===== config.mk =====
export PLATFORM = sky130hd
export DESIGN_NAME = ram_port_arbiter
export DESIGN_NICKNAME = d
export VERILOG_FILES = /design/src/rtl/ram_port_arbiter.sv
export SDC_FILE = /design/constraint.sdc
export NUM_CORES = 1
export LEC_CHECK = 0
export BUFFER_PORTS_ARGS = -buffer_cell sky130_fd_sc_hd__buf_2
export CAP_MARGIN = 25
export CORE_MARGIN = 2
export CORE_UTILIZATION = 40
export CTS_CLUSTER_DIAMETER = 80
export DETAILED_ROUTE_END_ITERATION = 16
export PLACE_DENSITY = 0.76
export SYNTH_ARGS = -nofsm -noshare
export SYNTH_HDL_FRONTEND = slang
export SYNTH_SLANG_ARGS = --single-unit
export TNS_END_PERCENT = 5

===== constraint.sdc =====
create_clock -name ram_clk -period 2.6 [get_ports ram_clk]
set_input_delay 0.52 -clock ram_clk [delete_from_list [all_inputs] [get_ports ram_clk]]
set_output_delay 0.52 -clock ram_clk [all_outputs]
set_load 0.05 [all_outputs]

===== src/rtl/ram_port_arbiter.sv =====
// ram_port_arbiter: serialises N requester ports onto one single-port
// synchronous RAM with registered read data (one-cycle read latency).
module ram_port_arbiter #(
    parameter int NUM_PORTS  = 3,
    parameter int ADDR_WIDTH = 16,
    parameter int DATA_WIDTH = 8,
    parameter int ARB_MODE   = 0,
    parameter int ID_WIDTH   = $clog2(NUM_PORTS)
) (
    input  logic                             ram_clk,
    input  logic                             rst,
    input  logic [NUM_PORTS-1:0]             req,
    input  logic [NUM_PORTS-1:0]             req_we,
    input  logic [NUM_PORTS*ADDR_WIDTH-1:0]  req_addr,
    input  logic [NUM_PORTS*DATA_WIDTH-1:0]  req_wdata,
    output logic [NUM_PORTS-1:0]             ack,
    output logic [DATA_WIDTH-1:0]            rdata,
    output logic                             busy,
    output logic [ID_WIDTH-1:0]              grant_id,
    output logic                             mem_we,
    output logic [ADDR_WIDTH-1:0]            mem_addr,
    output logic [DATA_WIDTH-1:0]            mem_wdata,
    input  logic [DATA_WIDTH-1:0]            mem_rdata
);

    // IDLE -> grant; WAIT -> RAM samples command; CAPTURE -> ack; DONE -> gap
    typedef enum logic [1:0] {
        IDLE,
        WAIT,
        CAPTURE,
        DONE
    } state_t;

    state_t state;
    state_t state_n;

    logic [ADDR_WIDTH-1:0] addr_a  [NUM_PORTS];
    logic [DATA_WIDTH-1:0] wdata_a [NUM_PORTS];

    logic [ID_WIDTH-1:0]   ptr;
    logic [ID_WIDTH-1:0]   ptr_n;
    logic [ID_WIDTH-1:0]   sel;
    logic [ID_WIDTH-1:0]   winner;
    logic                  found;

    logic                  op_we;
    logic                  op_we_n;
    logic                  mem_we_n;
    logic [ADDR_WIDTH-1:0] mem_addr_n;
    logic [DATA_WIDTH-1:0] mem_wdata_n;
    logic [DATA_WIDTH-1:0] rdata_n;
    logic [ID_WIDTH-1:0]   grant_id_n;
    logic [NUM_PORTS-1:0]  ack_n;

    genvar gp;
    generate
        for (gp = 0; gp < NUM_PORTS; gp++) begin : g_unpack
            assign addr_a[gp]  = req_addr[gp*ADDR_WIDTH +: ADDR_WIDTH];
            assign wdata_a[gp] = req_wdata[gp*DATA_WIDTH +: DATA_WIDTH];
        end
    endgenerate

    assign busy = (state != IDLE);

    // Winner search: scan from the far end so the first candidate wins last
    always_comb begin
        sel    = '0;
        winner = '0;
        found  = 1'b0;
        for (int i = NUM_PORTS - 1; i >= 0; i--) begin
            if (ARB_MODE == 1) begin
                sel = ID_WIDTH'((int'(ptr) + i) % NUM_PORTS);
            end else begin
                sel = ID_WIDTH'(i);
            end
            if (req[sel]) begin
                winner = sel;
                found  = 1'b1;
            end
        end
    end

    // Next state and next values of all registered outputs
    always_comb begin
        state_n     = state;
        ptr_n       = ptr;
        op_we_n     = op_we;
        mem_we_n    = 1'b0;
        mem_addr_n  = mem_addr;
        mem_wdata_n = mem_wdata;
        rdata_n     = rdata;
        grant_id_n  = grant_id;
        ack_n       = '0;
        unique case (state)
            IDLE: begin
                if (found) begin
                    state_n     = WAIT;
                    grant_id_n  = winner;
                    mem_addr_n  = addr_a[winner];
                    mem_wdata_n = wdata_a[winner];
                    mem_we_n    = req_we[winner];
                    op_we_n     = req_we[winner];
                    if (winner == ID_WIDTH'(NUM_PORTS - 1)) begin
                        ptr_n = '0;
                    end else begin
                        ptr_n = winner + 1'b1;
                    end
                end
            end
            WAIT: begin
                state_n = CAPTURE;
            end
            CAPTURE: begin
                if (!op_we) begin
                    rdata_n = mem_rdata;
                end
                ack_n[grant_id] = 1'b1;
                state_n         = DONE;
            end
            DONE: begin
                state_n = IDLE;
            end
            default: begin
                state_n = IDLE;
            end
        endcase
    end

    // State and output registers; reset drops any transaction in flight
    always_ff @(posedge ram_clk or posedge rst) begin
        if (rst) begin
            state     <= IDLE;
            ptr       <= '0;
            op_we     <= 1'b0;
            mem_we    <= 1'b0;
            mem_addr  <= '0;
            mem_wdata <= '0;
            rdata     <= '0;
            grant_id  <= '0;
            ack       <= '0;
        end else begin
            state     <= state_n;
            ptr       <= ptr_n;
            op_we     <= op_we_n;
            mem_we    <= mem_we_n;
            mem_addr  <= mem_addr_n;
            mem_wdata <= mem_wdata_n;
            rdata     <= rdata_n;
            grant_id  <= grant_id_n;
            ack       <= ack_n;
        end
    end

endmodule


## After elaboration in Yosys (flattened, before gate mapping)

Index checks and enable logic that the tools add are counted.

| operators by class | value |
|---|---|
| order comparisons | 4 |
| eq/ne operators | 4 |
| muxes and demuxes | 21 |
| bitwise logic cells | 2 |
| reductions and logical operators | 5 |

Operators with widths:

| cell | number |
|---|---|
| $bmux 16 s2 | 1 |
| $mux 16 | 2 |
| $bmux 8 s2 | 1 |
| $mux 8 | 2 |
| $mux 2 | 4 |
| $pmux 2 s4 | 1 |
| $mux 1 | 7 |
| $lt 2x3->1 const B | 2 |
| $eq 2x2->1 const B | 2 |
| $reduce_and 2->1 | 2 |
| $ge 3x3->1 const B | 1 |
| $mux 3 | 1 |
| $not 2->3 | 1 |
| $bmux 1 s2 | 1 |
| $demux 1 s2 | 1 |
| $eq 2x1->1 const B | 1 |
| $ge 2x1->1 const B | 1 |
| $logic_not 2->1 | 1 |
| $ne 2x2->1 const B | 1 |
| $reduce_bool 2->1 | 1 |
| $logic_and 1x1->1 | 1 |
| $not 1->1 | 1 |

| word-level totals | value |
|---|---|
| register bits | 41 |
| input bits | 88 |
| output and inout port bits | 39 |
| logic and storage cells | 44 |

## Longest topological paths before layout

Gate-level depths: netlist of run 1.

| depth | value |
|---|---|
| word-level depth | 7 |
| gate-level depth with buffers | 7 |
| depth with buffers taken out | 5 |

## Least setup slack after synthesis of run 1

Ideal clock, no wire load.

| path | value |
|---|---|
| path kind | register -> output |
| start | register state[0] |
| end | output busy |
| arrival time | 1.022 ns |
| required time | 2.080 ns |
| setup slack | 1.058 ns |
| stages on the path, launching flop included | 5 |
| cell sequence | dfrtp_1 -> inv_1 -> ha_1 -> buf_2 -> inv_1 |

| between the ends | value |
|---|---|
| word-level cells in the longest chain between the ends | 1 |

RTL lines:

| what | line | text |
|---|---|---|
| from (decl) | 34 | `state_t state;` |
| from (signal assigned) | 142 | `state <= state_n;` |
| $reduce_bool 2->1 | 63 | `assign busy = (state != IDLE);` |
| to (decl) | 18 | `output logic busy,` |

No other way between the ends.

## Worst setup path after layout of run 1

Ends and elaborated chain as after synthesis.

==> flow_summary.ini, run 1 <==
[worst_setup_path]
cpPeakStageDelay_ps = 370
crit_type = reg2out
end_kind = primary output
cp_cell_sequence = inv_1 -> ha_1 -> inv_1 -> buf_2
crit_path_max_fanout = 8
worst_setup_path_start_kind = flip-flop
cp.required_ps = 2080
rr_worst_depth = 4
worstPathArrival_ps = 1450
cpMaxStageDelayCell = dfrtp_1
cpMostUsedCell = inv_1

[cts]
cts_buffer_depth = 2
postCtsSetupBuffers = 0
cts-buffers-inserted = 5
clock-sinks = 41
clock_latency_ps = 290
cts-root-buf = clkbuf_8
ctsHoldBuffers = 0
cts_max_level = 2
cts_tree = done
clkTransAtPathRegs_ps = 80
cts_resized = 0

[placed_design]
place_hpwl_um = 4580
io_buffers = 126
globalplace.congestion = 0.754
place_worst_setup_slack_ps = 748

[detailed_routing]
viasPerCell = 4.89
final_antenna_net_count = 0
drc_errors = 0
wl_um = 6150
wl_per_cell_um = 14.1
via_count = 2129
firstDrtPassIters = 4
drt_iter0_markers = 67

[timing]
fin_skew_ps = 8.14
finalWorstSetupSlack_ps = 626
relSlewSlack_pct = 42.4
hold_violations = 0
min_period_over_period_pct = 75.9
worst_slew_pin_slew_ps = 863
rsz0062_at_grt = false
slew_violations = 0
setup_tns_ps = 0
fin_crit_ps = 1970
whs_ps = 401
max_clock_freq_mhz = 507
finalSetupViolCount = 0

[floorplanning]
num_rows = 27
die_w_um = 80.6
ios = 127
die_h_um = 80.6
start_util_pct = 42.1
die-area_um2 = 6500
coreArea_um2 = 5570

[grt]
overflow = 0
antenna_found_initial = 0
grt_start_max_net_pins = 46
grt_first_pass_wirelength_um = 9690
grtUsageTotal_pct = 19.3
grt_pass1_vias = 2009

[power_and_ir_drop]
p_per_area_nw_per_um2 = 1220
vdd_drop_max_mv = 0.644
p_leak_nw = 1.52

[yosys]
synthFlopType = dfrtp_1
netlist_area_um2 = 2350
yosysTopAreaCell = dfrtp_1
ys_types = 27
synth_compound_area_share_pct = 15.8
yosys.area_share.adder_pct = 1.07
synth-edff-count = 0
synth_area_leaders = dfrtp_1 (44%), or3b_1 (9.3%), o31ai_1 (8.0%), a21oi_1 (5.5%), nand2b_1 (5.3%)
synthCells = 247
async_reset_ff_share_pct = 100
yosys.area_share.simple_pct = 27.0
yosys_warnings = 0
synthMuxAreaShare_pct = 4.32
syn_avg_cell_area_um2 = 9.51
yosysSeqAreaShare_pct = 43.7
synth_top_family_by_area = simple AND/OR/NAND/NOR gates
syn_nets = 337
synth_top_area_share_pct = 43.7
synth_xor_area_share_pct = 0
synth-seq-cells = 41

[run_status]
outcome = complete, no violations

[hold_path]
hp-class = in2async

[layout]
syn_to_final_growth_pct = 28.6
multi_input_area_um2 = 1130
nets = 452
nFillCells = 554
num_antenna_cells = 0
drive_above_1_share_pct = 40.8
final_core_util_pct = 54.2
regArea_um2 = 1030

[flow_run]
cap_violations = 0
[placed cells by master, fill, tap and decap left out, types with 2 or more instances in the layout]
cell / count
nor2_1: 30
ha_1: 2
nand2_1: 27
clkinv_2: 2
mux2_2: 8
buf_2: 126
clkbuf_8: 5
or2b_1: 5
buf_4: 3
o31ai_1: 25
nand2b_1: 20
inv_1: 4
a21oi_1: 26
dfrtp_1: 41
or3b_1: 25
[critical path, delay by kind of cell (launching register included)]
kind | cells | cell delay [ps]
adders and majority gates | 1 | 360
buffers and inverters | 3 | 430
DFF | 1 | 370
[per-stage QoR]
stage	total power (W)	instance area (µm²)	cells
global placement	0.00327	2940	427
detailed placement	0.00334	2940	427
global route	0.00393	3020	435
finish	0.00370	3020	435
floorplan	0.00280	2350	247
CTS	0.00374	3020	435
[power breakdown]
group	internal, W	switching [W]	total (W)	leakage (nW)
Combinational	0.000592	0.00160	0.00219	0.979
Sequential	0.000953	0.000159	0.00111	0.499
Clock	0.000186	0.000210	0.000397	0.0450
[area by class of cell]
type | count | share of cell area [%]
Tap cell | 72 | 2.98
Timing Repair Buffer | 130 | 22.3
Multi-Input combinational cell | 179 | 37.4
Clock buffer | 6 | 2.40
Clock inverter | 2 | 0.331
Sequential cell | 41 | 34.0
Inverter | 5 | 0.621
[cell families (layout without fill, tap and decap cells)]
logic type | Yosys count | in the layout
adder cells (fa/ha/maj) | 2 | 2
buffers and inverters | 27 | 143
AND/OR/NAND/NOR | 112 | 112
flip-flops | 41 | 41
multiplexers | 9 | 9
AO/OA/AOI/OAI | 56 | 56
[registers in the layout, indices dropped and copies added (netlist names)]
name,cells
mem_we,1
state,2
op_we,1
rdata,8
ack,3
mem_wdata,8
mem_addr,16
grant_id,2
[layer usage]
layer | vias up | GRT usage, % | wire length (µm)
met5 | - | 0 | 0
met4 | 0 | 5.59 | 79
met3 | 6 | 2.47 | 366
met2 | 68 | 32.8 | 3150
met1 | 982 | 25.8 | 2550
li1 | 1073 | - | -
[synth_stat cells (all sizes together), types with 2 or more instances]
cell	n
mux2	9
nand2b	20
nand2	27
inv	5
nor2	30
buf	21
ha	2
nor3	2
dfrtp	41
o31ai	26
a21oi	26
or3b	25
or2b	5
[final timing paths]
check                         endpoint          from  slack, ps
setup / recovery                  busy      state[0]        630
hold / removal                  ack[1]           rst        400
setup reg to reg              rdata[0]      state[0]        830
hold reg to reg            mem_addr[4]   mem_addr[4]        480
max in group asynchronous  mem_addr[0]           rst       1650
min in group ram_clk          rdata[4]  mem_rdata[4]        460
Note: power is estimated with default switching activity, not from simulation.
==> inputs of run 2 (changes only) <==
Settings changed: ABC_AREA set to 1, PLACE_DENSITY 0.76 to 0.8.
Clock period 2.6 ns to 1.8 ns, I/O delays scaled along.
==> run 2 against run 1 <==
- sequential share of layout area grew 0.62 points
- setup slack lost 510 ps
- synthesized area shrank 6.5%
- largest cell class is now sequential cells
- count of clock-buffer cells in the layout shrank 1
==> flow_summary.ini, run 2 <==
[grt]
antenna_found_initial = 0
overflow = 0
grt_pass1_vias = 2115
grt_first_pass_wirelength_um = 9160
grtUsageTotal_pct = 18.8
grt_start_max_net_pins = 32

[timing]
setup_tns_ps = 0
max_clock_freq_mhz = 594
rsz0062_at_grt = false
finalSetupViolCount = 0
hold_violations = 0
fin_crit_ps = 1680
fin_skew_ps = 4.49
min_period_over_period_pct = 93.5
relSlewSlack_pct = 54.4
worst_slew_pin_slew_ps = 679
slew_violations = 0
finalWorstSetupSlack_ps = 118

[floorplanning]
die_w_um = 78.1
die_h_um = 78.1
die-area_um2 = 6100
coreArea_um2 = 5200
start_util_pct = 42.2
ios = 127
num_rows = 26

[yosys]
synth-seq-cells = 41
ys_types = 18
synth_area_leaders = dfrtp_1 (47%), nand2_1 (24%), nor2_1 (8.9%), nand3_1 (5.7%), o21ai_2 (3.2%)
yosys_warnings = 0
yosysTopAreaCell = dfrtp_1
synthCells = 312
synthFlopType = dfrtp_1
synth_most_common_cell = nand2_1
synthTopCellsByCount = nand2_1 (138), nor2_1 (52), dfrtp_1 (41)
yosysSeqAreaShare_pct = 46.7
async_reset_ff_share_pct = 100
netlist_area_um2 = 2200
syn_nets = 402
synth_top_area_share_pct = 46.7
syn_avg_cell_area_um2 = 7.04
synth-edff-count = 0

[cts]
cts-buffers-inserted = 5
clock-sinks = 41
clock_latency_ps = 280
cts_buffer_depth = 2
cts_max_level = 2
clkTransAtPathRegs_ps = 80
cts_tree = done
postCtsSetupBuffers = 0
cts-root-buf = clkbuf_8

[worst_setup_path]
crit_type = reg2out
worst_setup_path_start_kind = flip-flop
cp.required_ps = 1440
r2r_slack_ps = 280
crit_path_max_fanout = 6
end_kind = primary output
worstPathArrival_ps = 1320

[layout]
final_cell_mix = nand2_1 (138), buf_2 (125), nor2_1 (52), dfrtp_1 (41), nand3_1 (25)
mostFrequentLayoutCell = nand2_1
num_antenna_cells = 0
largest_reg_flops = 16
top_regs = mem_addr: 16 flops, mem_wdata: 8 flops, rdata: 8 flops
largest-register = mem_addr
drive_above_1_share_pct = 35.3
syn_to_final_growth_pct = 35.1
nets = 525

[flow_run]
cap_violations = 0

[power_and_ir_drop]
p_per_area_nw_per_um2 = 1780
vdd_drop_max_mv = 0.896
p_leak_nw = 1.81

[placed_design]
place_hpwl_um = 4260
globalplace.congestion = 0.761
place_worst_setup_slack_ps = 287
io_buffers = 126

[detailed_routing]
wl_um = 5520
wl_per_cell_um = 10.9
firstDrtPassIters = 4
viasPerCell = 4.52
final_antenna_net_count = 0
drc_errors = 0
via_count = 2285
drt_iter0_markers = 83

[run_status]
outcome = complete, no violations

[hold_path]
hp-class = in2async
-- run 2: changes by cell type in the layout (fill, tap and decap cells not counted), moves of 8 or more --
| cell | delta |
|---|---|
| nand3_1 | +25 |
| o31ai_1 | -25 |
| or3b_1 | -25 |
| a21oi_1 | -26 |
| inv_1 | +12 |
| nand2b_1 | -20 |
| nand2_1 | +111 |
| mux2_2 | -8 |
| nor2_1 | +22 |
| o21ai_2 | +8 |
-- run 2: logic make-up (layout without fill, tap and decap cells) --
group           after synthesis  in the layout  share of synthesized area (%)
fa+ha+maj                     2              2                           1.14
simple gates                223            223                           40.3
buf+inv                      34            158                           7.58
compound gates               12             12                           4.22
flops                        41             41                           46.7
-- run 2: layout make-up --
| type | instances | area (µm²) |
|---|---|---|
| Tap cell | 70 | 87.6 |
| Multi-Input combinational cell | 237 | 1000 |
| Fill cell | 514 | 2240 |
| Clock buffer | 5 | 68.8 |
| Inverter | 18 | 67.6 |
| Clock inverter | 3 | 22.5 |
| Timing Repair Buffer | 132 | 691 |
| Sequential cell | 41 | 1030 |
-- run 2: per-stage QoR --
stage	cell area [µm²]	util, %	total power, W	hold slack (ps)	cells
6_report	2970	57.0	0.00528	84.7	506
5_1_grt	2970	57.0	0.00566	116	506
3_3_place_gp	2870	55.2	0.00467	401	498
4_1_cts	2960	56.9	0.00533	89.8	506
3_5_place_dp	2870	55.2	0.00473	404	498
2_1_floorplan	2200	-	0.00402	441	312
-- run 2: worst max-delay path, cell delays in order, from the launching register on --
cell,delay (ps)
dfrtp_1,380
inv_1,50
ha_1,200
inv_1,140
clkbuf_4,260
-- run 2: report_power, final --
part / switching [W] / internal (W) / total, W
combinational: 0.00233 / 0.000774 / 0.00310
sequential: 0.000245 / 0.00135 / 0.00160
clock: 0.000303 / 0.000274 / 0.000578
-- run 2: worst paths after layout --
| path | endpoint | start | cells past startpoint |
|---|---|---|---|
| setup / recovery | busy | state[1] | 4 |
| hold / removal | rdata[5] | rst | 2 |
| setup reg to reg | rdata[3] | state[1] | 5 |
| hold reg to reg | mem_addr[13] | mem_addr[13] | 2 |
| max in group asynchronous | mem_addr[0] | rst | 3 |
| min in group ram_clk | rdata[7] | mem_rdata[7] | 3 |
-- run 2: repair_timing --
item                                    4_1_cts  5_1_grt
endpoints found under the setup margin        0        1
gates resized for setup                       0        1
hold buffers                                  0        0
-- run 2: layer usage --
metal	part of all wire, %	up-vias	track usage, %	routed length (µm)
met2	48	96	34.1	2640
met3	8.1	4	3.79	445
li1	-	1192	-	-
met1	43	993	22.6	2390
met4	0.78	0	5.79	43
met5	0	-	0	0
